`src/rtl/pc_pkg.sv`:
```
// pc_pkg: shared next-PC select encoding, default widths and branch-offset sign extension
package pc_pkg;
  localparam int PC_W_DEF = 32;
  localparam int OFF_W_DEF = 7;
  typedef enum logic [2:0] {PC_SEQ, PC_BR, PC_JMP, PC_CALL, PC_RET} pc_sel_e;
  function automatic logic [63:0] sext_off(input logic [63:0] f, input int w);
    return $signed(f << (64 - w)) >>> (64 - w);
  endfunction
endpackage

```
`src/rtl/pc_ras.sv`:
```
// pc_ras: circular return-address stack that overwrites the oldest entry on overflow and flags misuse
module pc_ras #(
  parameter int W = 32,
  parameter int DEPTH = 4
) (
  input  logic         clk,
  input  logic         reset,
  input  logic         push,
  input  logic         pop,
  input  logic [W-1:0] din,
  output logic [W-1:0] top,
  output logic         full,
  output logic         empty,
  output logic         err
);
  localparam int PW = $clog2(DEPTH);
  logic [W-1:0] mem [DEPTH];
  logic [PW-1:0] ptr;
  logic [PW:0] cnt;
  assign full = cnt == (PW+1)'(DEPTH);
  assign empty = cnt == '0;
  assign top = mem[ptr - PW'(1)];
  always_ff @(posedge clk)
    if (reset) begin
      ptr <= '0;
      cnt <= '0;
      err <= 1'b0;
    end else if (pop) begin
      if (empty) err <= 1'b1;
      else begin
        ptr <= ptr - PW'(1);
        cnt <= cnt - (PW+1)'(1);
      end
    end else if (push) begin
      mem[ptr] <= din;
      ptr <= ptr + PW'(1);
      if (full) err <= 1'b1;
      else cnt <= cnt + (PW+1)'(1);
    end
endmodule

```
`src/rtl/pc_next_unit.sv`:
```
// pc_next_unit: PC register with next-PC select, jump target table, stall/halt; return stack when PC_RAS_EN is defined
module pc_next_unit import pc_pkg::*; #(
  parameter int PC_W = PC_W_DEF,
  parameter int INSTR_W = 9,
  parameter int OFF_W = OFF_W_DEF,
  parameter int LUT_DEPTH = 16,
  parameter int RAS_DEPTH = 4,
  parameter logic [PC_W-1:0] RESET_PC = '0
) (
  input  logic                         clk,
  input  logic                         reset,
  input  logic                         stall,
  input  logic                         halt_req,
  input  logic [INSTR_W-1:0]           instr,
  input  logic                         branch,
  input  logic                         zero,
  input  logic                         jump,
  input  logic                         call,
  input  logic                         ret,
  input  logic                         lut_we,
  input  logic [$clog2(LUT_DEPTH)-1:0] lut_waddr,
  input  logic [PC_W-1:0]              lut_wdata,
  output logic [PC_W-1:0]              pc_out,
  output logic                         halted,
  output logic                         ras_err
);
  localparam int IDX_W = $clog2(LUT_DEPTH);
  logic [PC_W-1:0] lut [LUT_DEPTH];
  logic [PC_W-1:0] seq, off, nxt, ret_tgt;
  logic [IDX_W-1:0] idx;
  logic adv, ret_en, unused_ok;
  pc_sel_e sel;
  assign seq = pc_out + PC_W'(1);
  assign off = PC_W'(sext_off(64'(instr[OFF_W-1:0]), OFF_W));
  assign idx = instr[IDX_W-1:0];
  assign adv = ~stall & ~halted & ~halt_req;
  assign unused_ok = ^{instr, ret} ^ (RAS_DEPTH > 0);
`ifdef PC_RAS_EN
  logic [PC_W-1:0] ras_top;
  logic ras_empty, ras_full, unused_full;
  assign unused_full = ras_full;
  assign ret_en = ret;
  assign ret_tgt = ras_empty ? seq : ras_top;
  pc_ras #(.W(PC_W), .DEPTH(RAS_DEPTH)) u_ras (
    .clk(clk),
    .reset(reset),
    .push(adv & call & ~ret),
    .pop(adv & ret),
    .din(seq),
    .top(ras_top),
    .full(ras_full),
    .empty(ras_empty),
    .err(ras_err)
  );
`else
  assign ret_en = 1'b0;
  assign ret_tgt = seq;
  assign ras_err = 1'b0;
`endif
  always_comb begin
    sel = ret_en ? PC_RET : call ? PC_CALL : jump ? PC_JMP : (branch & zero) ? PC_BR : PC_SEQ;
    nxt = sel == PC_RET ? ret_tgt : (sel == PC_CALL || sel == PC_JMP) ? lut[idx] : sel == PC_BR ? seq + off : seq;
  end
  always_ff @(posedge clk)
    if (lut_we) lut[lut_waddr] <= lut_wdata;
  always_ff @(posedge clk)
    if (reset) begin
      pc_out <= RESET_PC;
      halted <= 1'b0;
    end else if (!stall && !halted) begin
      if (halt_req) halted <= 1'b1;
      else pc_out <= nxt;
    end
endmodule
```
`config.mk`:
```
export PLATFORM = sky130hd
export DESIGN_NAME = pc_next_unit
export DESIGN_NICKNAME = d
export VERILOG_FILES = /design/src/rtl/pc_pkg.sv /design/src/rtl/pc_ras.sv /design/src/rtl/pc_next_unit.sv
export SDC_FILE = /design/constraint.sdc
export NUM_CORES = 1
export LEC_CHECK = 0
export CAP_MARGIN = 20
export CORE_UTILIZATION = 35
export DETAILED_ROUTE_END_ITERATION = 8
export MAX_ROUTING_LAYER = met4
export SLEW_MARGIN = 15
export SYNTH_ARGS = -nofsm -noshare
export SYNTH_HDL_FRONTEND = slang
export SYNTH_SLANG_ARGS = --single-unit
```
`constraint.sdc`:
```
create_clock -name clk -period 7.8 [get_ports clk]
set_input_delay 1.56 -clock clk [delete_from_list [all_inputs] [get_ports clk]]
set_output_delay 1.56 -clock clk [all_outputs]
set_load 0.02 [all_outputs]
```
# [Word level (Yosys, flattened, before mapping)]
# Memory sizes are Yosys's and may differ from the RTL's.
# Cells that the tools add are included.
[op_classes] n_eq_ne=4 n_lt_le_gt_ge=0 n_bitwise=2 n_div=0 shift=0 n_reduce_logical=6 mul=0 n_addsub=2 mux=8
[ops] op="2-to-1 mux 32 bit" count=3
[ops] op="adder 32 x 1 -> 32 bit, second input constant" count=1
[ops] op="adder 32 bit" count=1
[ops] op="== test 2 bit, second input constant" count=2
[ops] op="2-to-1 mux 2 bit" count=2
[ops] op="AND reduction 2 bit" count=2
[ops] op="== test 2 x 3 -> 1 bit, second input constant" count=1
[ops] op="2-to-1 mux 1 bit" count=3
[ops] op="== test 2 x 1 -> 1 bit, second input constant" count=1
[ops] op="zero test 1 bit" count=2
[ops] op="bitwise AND 1 bit" count=1
[ops] op="logical AND 1 bit" count=1
[ops] op="logical OR 1 bit" count=1
[ops] op="inverter 1 bit" count=1
[totals] mem_count=1 inputBits=55 elab_cells=25 romBits=0 ram_bits=512 reg_bits=33 latchBits=0
[memory_table] name="lut" depth=16 word_bits=32 rd=1 rd_clocked_by_memory_dff=0 wr=1 line="pc_next_unit.sv:28" text="logic [PC_W-1:0] lut [LUT_DEPTH];"

# [Longest topological paths before layout]
[logic_depth] depth_word=8 mapped_depth=16 ltp_nobuf=15

# [Worst setup path before layout]
# No wires, ideal clock.
[synth_timing] path_type="input-to-reg" start="input port lut_waddr[2]" end="memory lut[0][0] in the netlist's numbering, enable pin" arrival_time_ps=4278 required_time_ps=7339 setup_slack_ps=3060 path_buffers=0 cell_stages=2 path_cell_list="or3b_2 -> nor3_1"
[synth_lines] element="from (decl)" line="pc_next_unit.sv:21" text="input logic [$clog2(LUT_DEPTH)-1:0] lut_waddr,"
[synth_lines] element="to (decl)" line="pc_next_unit.sv:28"
# No word-level cell before the write port.

# [Worst setup path in the final report]
[layout_timing] start="input port instr[6]" end="register pc_out[29]"
[layout_between] elab_chain_len=4
[layout_rtl] element="from (decl)" line="pc_next_unit.sv:14" text="input logic [INSTR_W-1:0] instr,"
[layout_rtl] element="adder 32 bit" line="pc_next_unit.sv:62" text="nxt = sel == PC_RET ? ret_tgt : (sel == PC_CALL || sel == PC_JMP) ? lut[idx] : sel == PC_BR ? seq + off : seq;"
[layout_rtl] element="2-to-1 mux 32 bit (3 in series)" line="pc_next_unit.sv:62"
[layout_rtl] element="to (signal assigned)" line="pc_next_unit.sv:72" text="else pc_out <= nxt;"
[layout_rtl] element="to (decl)" line="pc_next_unit.sv:23" text="output logic [PC_W-1:0] pc_out,"
# Every way passes these cells.
# A chain may end at the register's enable or synchronous reset.

==> reports/summary.txt <==
status - finished clean
CP delay by family, top - compound AO/OA/AOI/OAI gates
Post-Synthesis Cells - 1290
clock sinks - 545
Yosys top cell by area - edfxtp_1
vias in the first global route - 12978
Nets - 1494
Static Leak - 8.64 nW
CTS Buf Count - 54
post-synth cell types - 64
Post-Place Worst Slack - 2.65 ns
GRT overflow - 0
Seq/Total Area, Yosys - 0.689
WL per Instance - 24.8 microns
share of layout cells above drive strength 1 - 0.213
GRT Overall Usage - 0.178
Site Rows - 94
DRC - 0
Max Fclk - 214 MHz
RSZ-0062 raised after global routing - no
period utilization - 0.598
final hold violations - 0
DRT iter0 DRCs - 1123
fin. max-slew vios - 0
Avg Cell Area, Syn - 18.0 sq um
YS warnings - 0
die area - 67500 sq um
first-pass GRT wire length - 84.3 mm
drt total wl - 57.3 mm
hold buffers post-CTS - 0
DIE HEIGHT - 260 microns
share of flip-flops with an asynchronous set or reset - 0
min Tclk post-route - 4.66 ns
clock slew seen by the registers of the worst setup and hold paths - 0.06 ns
WHS - 0.493 ns
CORE AREA - 65700 sq um
ANT nets after route - 0
Setup WS post-layout - 3.14 ns
post-synth top area share - 0.661
Overall Power - 6.41 mW
GP Congestion - 0.912
dpl hpwl - 32.2 mm
via density per instance - 5.46
largest net degree at the start of global routing - 51
drt first pass iters - 4
EDFF count, synth - 512
crit path DAT - 5.18 ns
Die X - 260 microns
CP Cell Sequence - clkdlybuf4s50_1, ha_1, a21oi_1, o21ai_0, o21bai_1, nand4_1, a41oi_2, o41ai_2, xor2_1, o21ai_1, a211oi_1
Synth Flop Type - edfxtp_1
fin util - 0.411
Worst Path Required - 8.31 ns
maximum clock insertion buffer count - 3
top post-synthesis cells by area - edfxtp_1 66%, mux4_2 15%, dfxtp_1 2.8%
H-tree depth - 2
mapped cell area - 23300 sq um
# resized after CTS - 0
Worst Tran Pin Value - 0.859 ns
number of I/O pins - 89
flop-to-flop setup slack - 3.34 ns
clk_lat worst skew - 0.63 ns
Sum Neg Setup Slack - 0 ns
Worst Hold Launch - pc_out[30]
FF-to-FF Start - pc_out[0]
root buffer cell - clkbuf_16
VDD IR max - 181 uV
CP Capture Type - flop
Final setup viols - 0
Startpoint Class - input port
P&R area growth vs syn - 16.2%
Crit-path slowest cell - clkdlybuf4s50_1
power density over the cells - 237 nW/um^2
initial cell density of the core - 0.354
syn_nets - 1385
CTS tree - done
max_cap viols - 0
Worst Path Buf+Inv - 1
Min-Delay Path Class - flop to flop
Synth Register Bits - 545
Port Buffers - 84
Setup Buffers After CTS - 0
crit path kind - input port to flop
Clock Skew - 0.0445 ns
CP startpoint - instr[6]
CP Max Fanout - 14
Slew headroom - 0.427
slowest stage delay, CP - 0.81 ns
initial antenna violation count - 7
via count - 12615
[layout make-up]
cell class | instances | area, sq um
fill | 5781 | 38700
clock buffer | 65 | 1390
antenna | 2 | 5.00
tap | 864 | 1080
timing repair buffer | 115 | 1060
sequential | 545 | 16000
inverter | 8 | 30.0
clock inverter | 36 | 360
multi-input combinational | 675 | 7060
[tightest hold or removal path, stage by stage, from the launching register on]
cell and delay (ns):
dfxtp_1 0.34, nand2_1 0.07, nand2_1 0.04
[worst paths after layout]
kind,depth (start not counted),endpoint
hold / removal,2,pc_out[30]
setup reg to reg,15,pc_out[29]
hold reg to reg,2,pc_out[30]
setup / recovery,11,pc_out[29]
[logic make-up (layout without fill, tap and decap cells)]
| logic type | count (synthesis) | in the layout | synth area share |
|---|---|---|---|
| buffers and inverters | 70 | 224 | 0.0124 |
| adder cells (fa/ha/maj) | 40 | 40 | 0.0218 |
| AND/OR/NAND/NOR | 233 | 233 | 0.0485 |
| XOR/XNOR | 52 | 52 | 0.0196 |
| multiplexers | 163 | 163 | 0.156 |
| other | 1 | 3 | 0.000161 |
| AO/OA/AOI/OAI | 186 | 186 | 0.0521 |
| flip-flops | 545 | 545 | 0.689 |
[power breakdown]
| part | leakage (nW) | internal (mW) | total [mW] | switching, mW |
|---|---|---|---|---|
| Sequential | 4.90 | 3.27 | 3.30 | 0.0315 |
| Clock | 0.841 | 1.45 | 2.57 | 1.12 |
| Combinational | 2.90 | 0.230 | 0.546 | 0.317 |
| Total | 8.64 | 4.94 | 6.41 | 1.47 |
[cells in the mapped netlist, types with 7 or more instances]
cell type,count
nand3_1,22
xor2_1,20
ha_1,39
nor3_1,13
a31oi_1,10
o21ai_0,32
a21o_1,16
inv_1,8
buf_2,15
a21oi_1,56
nor2_1,75
clkbuf_1,41
and3_1,8
nand4_1,10
dfxtp_1,33
xnor2_1,32
mux4_2,160
nand2_1,71
a211oi_1,11
o211ai_1,20
nand2b_1,7
edfxtp_1,512
[through the flow]
stage | instances | cell area [sq um]
floorplan | 1290 | 23300
global placement | 2207 | 25300
detailed placement | 2207 | 25300
CTS | 2308 | 27000
global route | 2310 | 27000
finish | 2310 | 27000
[per-layer routing]
metal,track usage,wire length (microns),part of all wire,vias to the layer above
li1,-,-,-,5520
met1,0.241,25400,0.44,6643
met2,0.273,27200,0.48,369
met3,0.0368,3620,0.063,83
met4,0.0426,994,0.017,0
met5,-,0,0,-
[placed cells by master (no fill, tap or decap), types with 4 or more instances in the layout]
master	Yosys	final
a31oi_1	10	10
nor2_4	0	12
clkinvlp_4	0	4
nor3_2	2	7
and4_1	4	4
xnor2_1	32	32
nand2_1	71	71
nand2b_1	7	7
clkdlybuf4s50_1	0	80
a21oi_1	56	56
xor2_1	20	20
o21a_1	4	4
nand3_1	22	22
edfxtp_1	512	512
clkbuf_16	0	54
clkinv_2	0	9
o21ai_0	32	32
a211oi_1	11	11
nor3_1	13	8
bufinv_16	0	5
clkinv_1	0	13
nand4_1	10	10
o22ai_1	4	4
nor2_1	75	62
inv_1	8	8
clkbuf_1	41	11
a21o_1	16	16
buf_4	2	32
o211ai_1	20	20
ha_1	39	39
mux4_2	160	160
dfxtp_1	33	33
and3_1	8	8
[state kept, by name (all words and copies together) (netlist names)]
register,count
lut,512
pc_out,32
halted,1
Note: power is estimated with default switching activity, not from simulation.
==> edit 1: new RTL, same settings <==
The parameter `LUT_DEPTH` goes from 16 to 32.
--- a/src/rtl/pc_next_unit.sv
+++ b/src/rtl/pc_next_unit.sv
@@ -3,7 +3,7 @@
   parameter int PC_W = PC_W_DEF,
   parameter int INSTR_W = 9,
   parameter int OFF_W = OFF_W_DEF,
-  parameter int LUT_DEPTH = 16,
+  parameter int LUT_DEPTH = 32,
   parameter int RAS_DEPTH = 4,
   parameter logic [PC_W-1:0] RESET_PC = '0
 ) (
Interface: changed (resized lut_waddr); port bits go from 89 to 90. No check against the original RTL was run, so the function may have changed too.
==> edit 1 against the original RTL <==
- non-clock buffer count increased by 22
- sequential cell count increased by 512
- wire length increased by 83%
- critical path type unchanged
- synthesized area rose by 84%
- synthesized cell count is 59% higher
- setup slack got worse by 40 ps
- largest power group unchanged
- cell area up 82%
- power increased by 87%
- critical endpoint is now pc_out[13]
- clock power up 89%
==> edit 1: results (changes against the original RTL) <==
[global_routing]
grt_pass1_wl_um=153000  ; +81%
globalRouteMet2Util_pct=28.1  ; +0.80 points
grt_max_degree=101  ; +98%
grtUsageMet3_pct=2.56  ; -1.1 points
first_global_vias=21843  ; +68%
use_met1_pct=23.3  ; -0.85 points

[critical_path]
rrSetupSlack_ps=3470  ; +130 ps
path_delay_family=multiplexers
cp-startpoint=instr[1]
crit_slowest_cell=mux2i_1
path_max_fanout=100  ; +86

[logic_synthesis]
synth.area.top_cells=edfxtp_1 (72%), mux4_2 (17%), dfxtp_1 (1.5%)
synth_cell_types=68  ; +6.3%
syn_nets=2145  ; +55%
synthTopCellsByCount=edfxtp_1 (1024), mux4_2 (320), nor2_1 (91)
seq_area_frac_synth_pct=73.2  ; +4.3 points
synthCells=2049  ; +59%
synth_edf_count=1024  ; +100%

[cts]
clk_latency_ps=710  ; +80 ps
cts_buffers=106  ; +96%
h-tree-depth=3  ; +1

[power_and_ir_drop]
p_seq_mw=6.34  ; +92%
peakVddDrop_mv=0.165  ; -9.1%
power_frac_seq_pct=52.8  ; +1.4 points
power.leakage_nw=15.4  ; +78%
pwr-share-clk_pct=40.5  ; +0.4 points

[cells_and_area]
fin_cells=3903  ; +69%
reg_top3=lut (1024), pc_out (32), halted (1)
final_layout_size_suffix_gt1_share_pct=25.0  ; +3.7 points
nets=2287  ; +53%

[placement]
place_area_um2=45900  ; +82%
dpl.hpwl_um=57400  ; +79%
gp_congestion=0.850  ; -6.9%

[detailed_routing]
routedWlPerCell_um=26.8  ; +8.2%
wl_met2_um=52000  ; +91%
drt-initial-drc-count=2199  ; +96%
num_vias=21110  ; +67%

[sta]
skew_ps=63.2  ; +18.7 ps
worst_slack_ps=3100  ; -39.8 ps
tightestPinTransition_ps=1100  ; +242 ps

[run_status]
status=finished, final reports clean

[worst_hold_path]
holdCritStartpoint=pc_out[16]

edit 1: area by class of cell:
cell class                      count  area, um^2  share of cell area (%)
Sequential cell                  1057       31400                    63.8
Multi-Input combinational cell    876       11100                    22.6
Clock buffer                      138        2860                    5.80
Tap cell                         1625        2030                    4.13
Timing Repair Buffer              137        1300                    2.64
Clock inverter                     55         482                   0.978
Inverter                           13        48.8                  0.0991
Antenna cell                        2        5.00                  0.0102
edit 1: path summary, 6_finish.rpt:
path                end  cells after the start
max          pc_out[13]                      8
min          pc_out[16]                      2
min reg2reg  pc_out[16]                      2
max reg2reg  pc_out[31]                     17
edit 1: kinds of logic after synthesis:
| kind of cell | Yosys count | share of synthesized area, % |
|---|---|---|
| DFF | 1057 | 73.2 |
| muxes | 354 | 17.6 |
| and+or+nand+nor | 238 | 2.59 |
| AOI/OAI and AO/OA | 189 | 2.86 |
| buffers and inverters | 116 | 1.42 |
| xor gates and xnor gates | 54 | 1.10 |
| adders and majority gates | 40 | 1.18 |
| other | 1 | 0.00874 |
==> edit 2: new RTL, same flow settings <==
Made on the original files. Make the reset (`reset`) asynchronous in one clocked block.
--- a/src/rtl/pc_next_unit.sv
+++ b/src/rtl/pc_next_unit.sv
@@ -63,7 +63,7 @@
   end
   always_ff @(posedge clk)
     if (lut_we) lut[lut_waddr] <= lut_wdata;
-  always_ff @(posedge clk)
+  always_ff @(posedge clk or posedge reset)
     if (reset) begin
       pc_out <= RESET_PC;
       halted <= 1'b0;
Behaviour: not the same (Yosys sat finds a counterexample within 4 cycles, from zero or initial values and one cycle with reset high; the reset may be asserted at any time).
==> edit 2 against the original RTL <==
- the flow now finishes with violations (DRC)
- synthesized area is 1.0% higher
- critical path depth is 4 higher
- fmax is 5.2% higher
- setup slack better by 230 ps
- wire length is 1.1% lower
- power is 7.3% higher
- worst hold slack better by 28 ps
- cell area is 0.40% higher
- die area is 1.0% higher
- highest routed layer unchanged
- largest power group unchanged
- sequential cell count stayed put
==> edit 2: results (changes against the original RTL) <==
[run_status]
status=complete, but fails checks
violations=DRC

[cells_and_area]
buf_share_pct=3.90  ; -0.043 points
multi_input_gates=691  ; +2.4%
clockNetworkAreaShare_pct=6.09  ; -0.39 points
fillers=5898  ; +2.0%
nets=1518  ; +1.6%
buffers_excl_clock=114  ; -0.87%
multiInputGateArea_um2=7080  ; +0.25%
inv_count=16  ; +8
diodes=3  ; +1
seqAreaFraction_pct=59.7  ; +0.37 points
final_layout_size_suffix_gt1_share_pct=20.3  ; -0.92 points

[placement]
place_area_um2=25500  ; +0.81%
dpl.hpwl_um=32500  ; +1.0%
gp_congestion=0.869  ; -4.7%

[critical_path]
rr_worst_depth=15  ; unchanged
path_max_fanout=6  ; -8
cp-startpoint=pc_out[0]
slowest_delay_ps=430  ; -380 ps
critPathArrivalTime_ps=4930  ; -250 ps
rrSetupSlack_ps=3370  ; +30 ps
crit_slowest_cell=dfrtp_1

[logic_synthesis]
synth_cell_types=65  ; +1.6%
synth_xor_area_share_pct=2.09  ; +0.13 points
muxShareOfSynthArea_pct=15.4  ; -0.18 points
synth.area.top_cells=edfxtp_1 (65%), mux4_2 (15%), dfrtp_1 (3.5%)
synth-async-reset-ratio_pct=6.06  ; +6.1 points
synthAdderAreaFrac_pct=2.16  ; -0.022 points
synth_compound_area_share_pct=5.74  ; +0.53 points
seq_area_frac_synth_pct=68.9  ; about the same
synthTopCellsByCount=edfxtp_1 (512), mux4_2 (156), a21oi_1 (78)
syn_nets=1408  ; +1.7%

[sta]
slew_headroom_pct=41.7  ; -0.98 points

[detailed_routing]
drcViolationCount=11  ; +11
routedWlPerCell_um=24.3  ; -2.0%
num_vias=12696  ; +0.64%
dr_wl_met3_um=3800  ; +4.9%
m1WireLength_um=25200  ; -0.84%
drtPass1Iterations=7  ; +3
wl_met2_um=26600  ; -2.4%
drt-initial-drc-count=1220  ; +8.6%

[power_and_ir_drop]
swShare_pct=25.6  ; +2.7 points
power_switching_mw=1.76  ; +20%
pwr-share-clk_pct=35.5  ; -4.6 points
power_combinational_mw=1.04  ; +90%
peakVddDrop_mv=0.154  ; -15%
power.leakage_nw=8.77  ; +1.5%

[global_routing]
grt_max_degree=66  ; +29%
grtUsageTotal_pct=17.3  ; -0.43 points
grt_pass1_wl_um=83500  ; -1.0%
globalRouteMet2Util_pct=26.4  ; -0.88 points
grt_antenna_before_repair=4  ; -3
grtUsageMet3_pct=3.34  ; -0.35 points
use_met1_pct=23.7  ; -0.37 points

[cts]
clock_sinks=545  ; unchanged

[worst_hold_path]
holdCritStartpoint=halted

## edit 2: changes by cell type in the layout (fill, tap and decap cells not counted), moves of 4 or more
cell      change
o211ai_1     -12
dfxtp_1      -33
inv_1         +8
a21oi_1      +22
mux4_2        -4
o21ai_1      +13
nand2_1       -4
nand3_1       -6
o21ai_0       -7
mux2i_1       +5
dfrtp_1      +33
clkinv_1      +4
nand4_1       +5
o22ai_1       +8
## edit 2: worst min-delay path by stage
| stage | end | slack, ps | depth (start not counted) |
|---|---|---|---|
| global placement | halted | 510 | 1 |
| global route | halted | 540 | 1 |
| CTS | halted | 530 | 1 |
| floorplan | halted | 600 | 1 |
| detailed placement | halted | 520 | 1 |
| finish | halted | 520 | 1 |
## edit 2: metrics by stage
stage,std cells,setup WS [ps],utilization [%],hold WS (ps)
6_report,2332,3370,41.1,521
5_1_grt,2332,3040,41.1,543
4_1_cts,2329,3400,41.0,529
3_5_place_dp,2230,2840,38.5,516
3_3_place_gp,2230,2870,38.5,512
2_1_floorplan,1313,3060,-,596
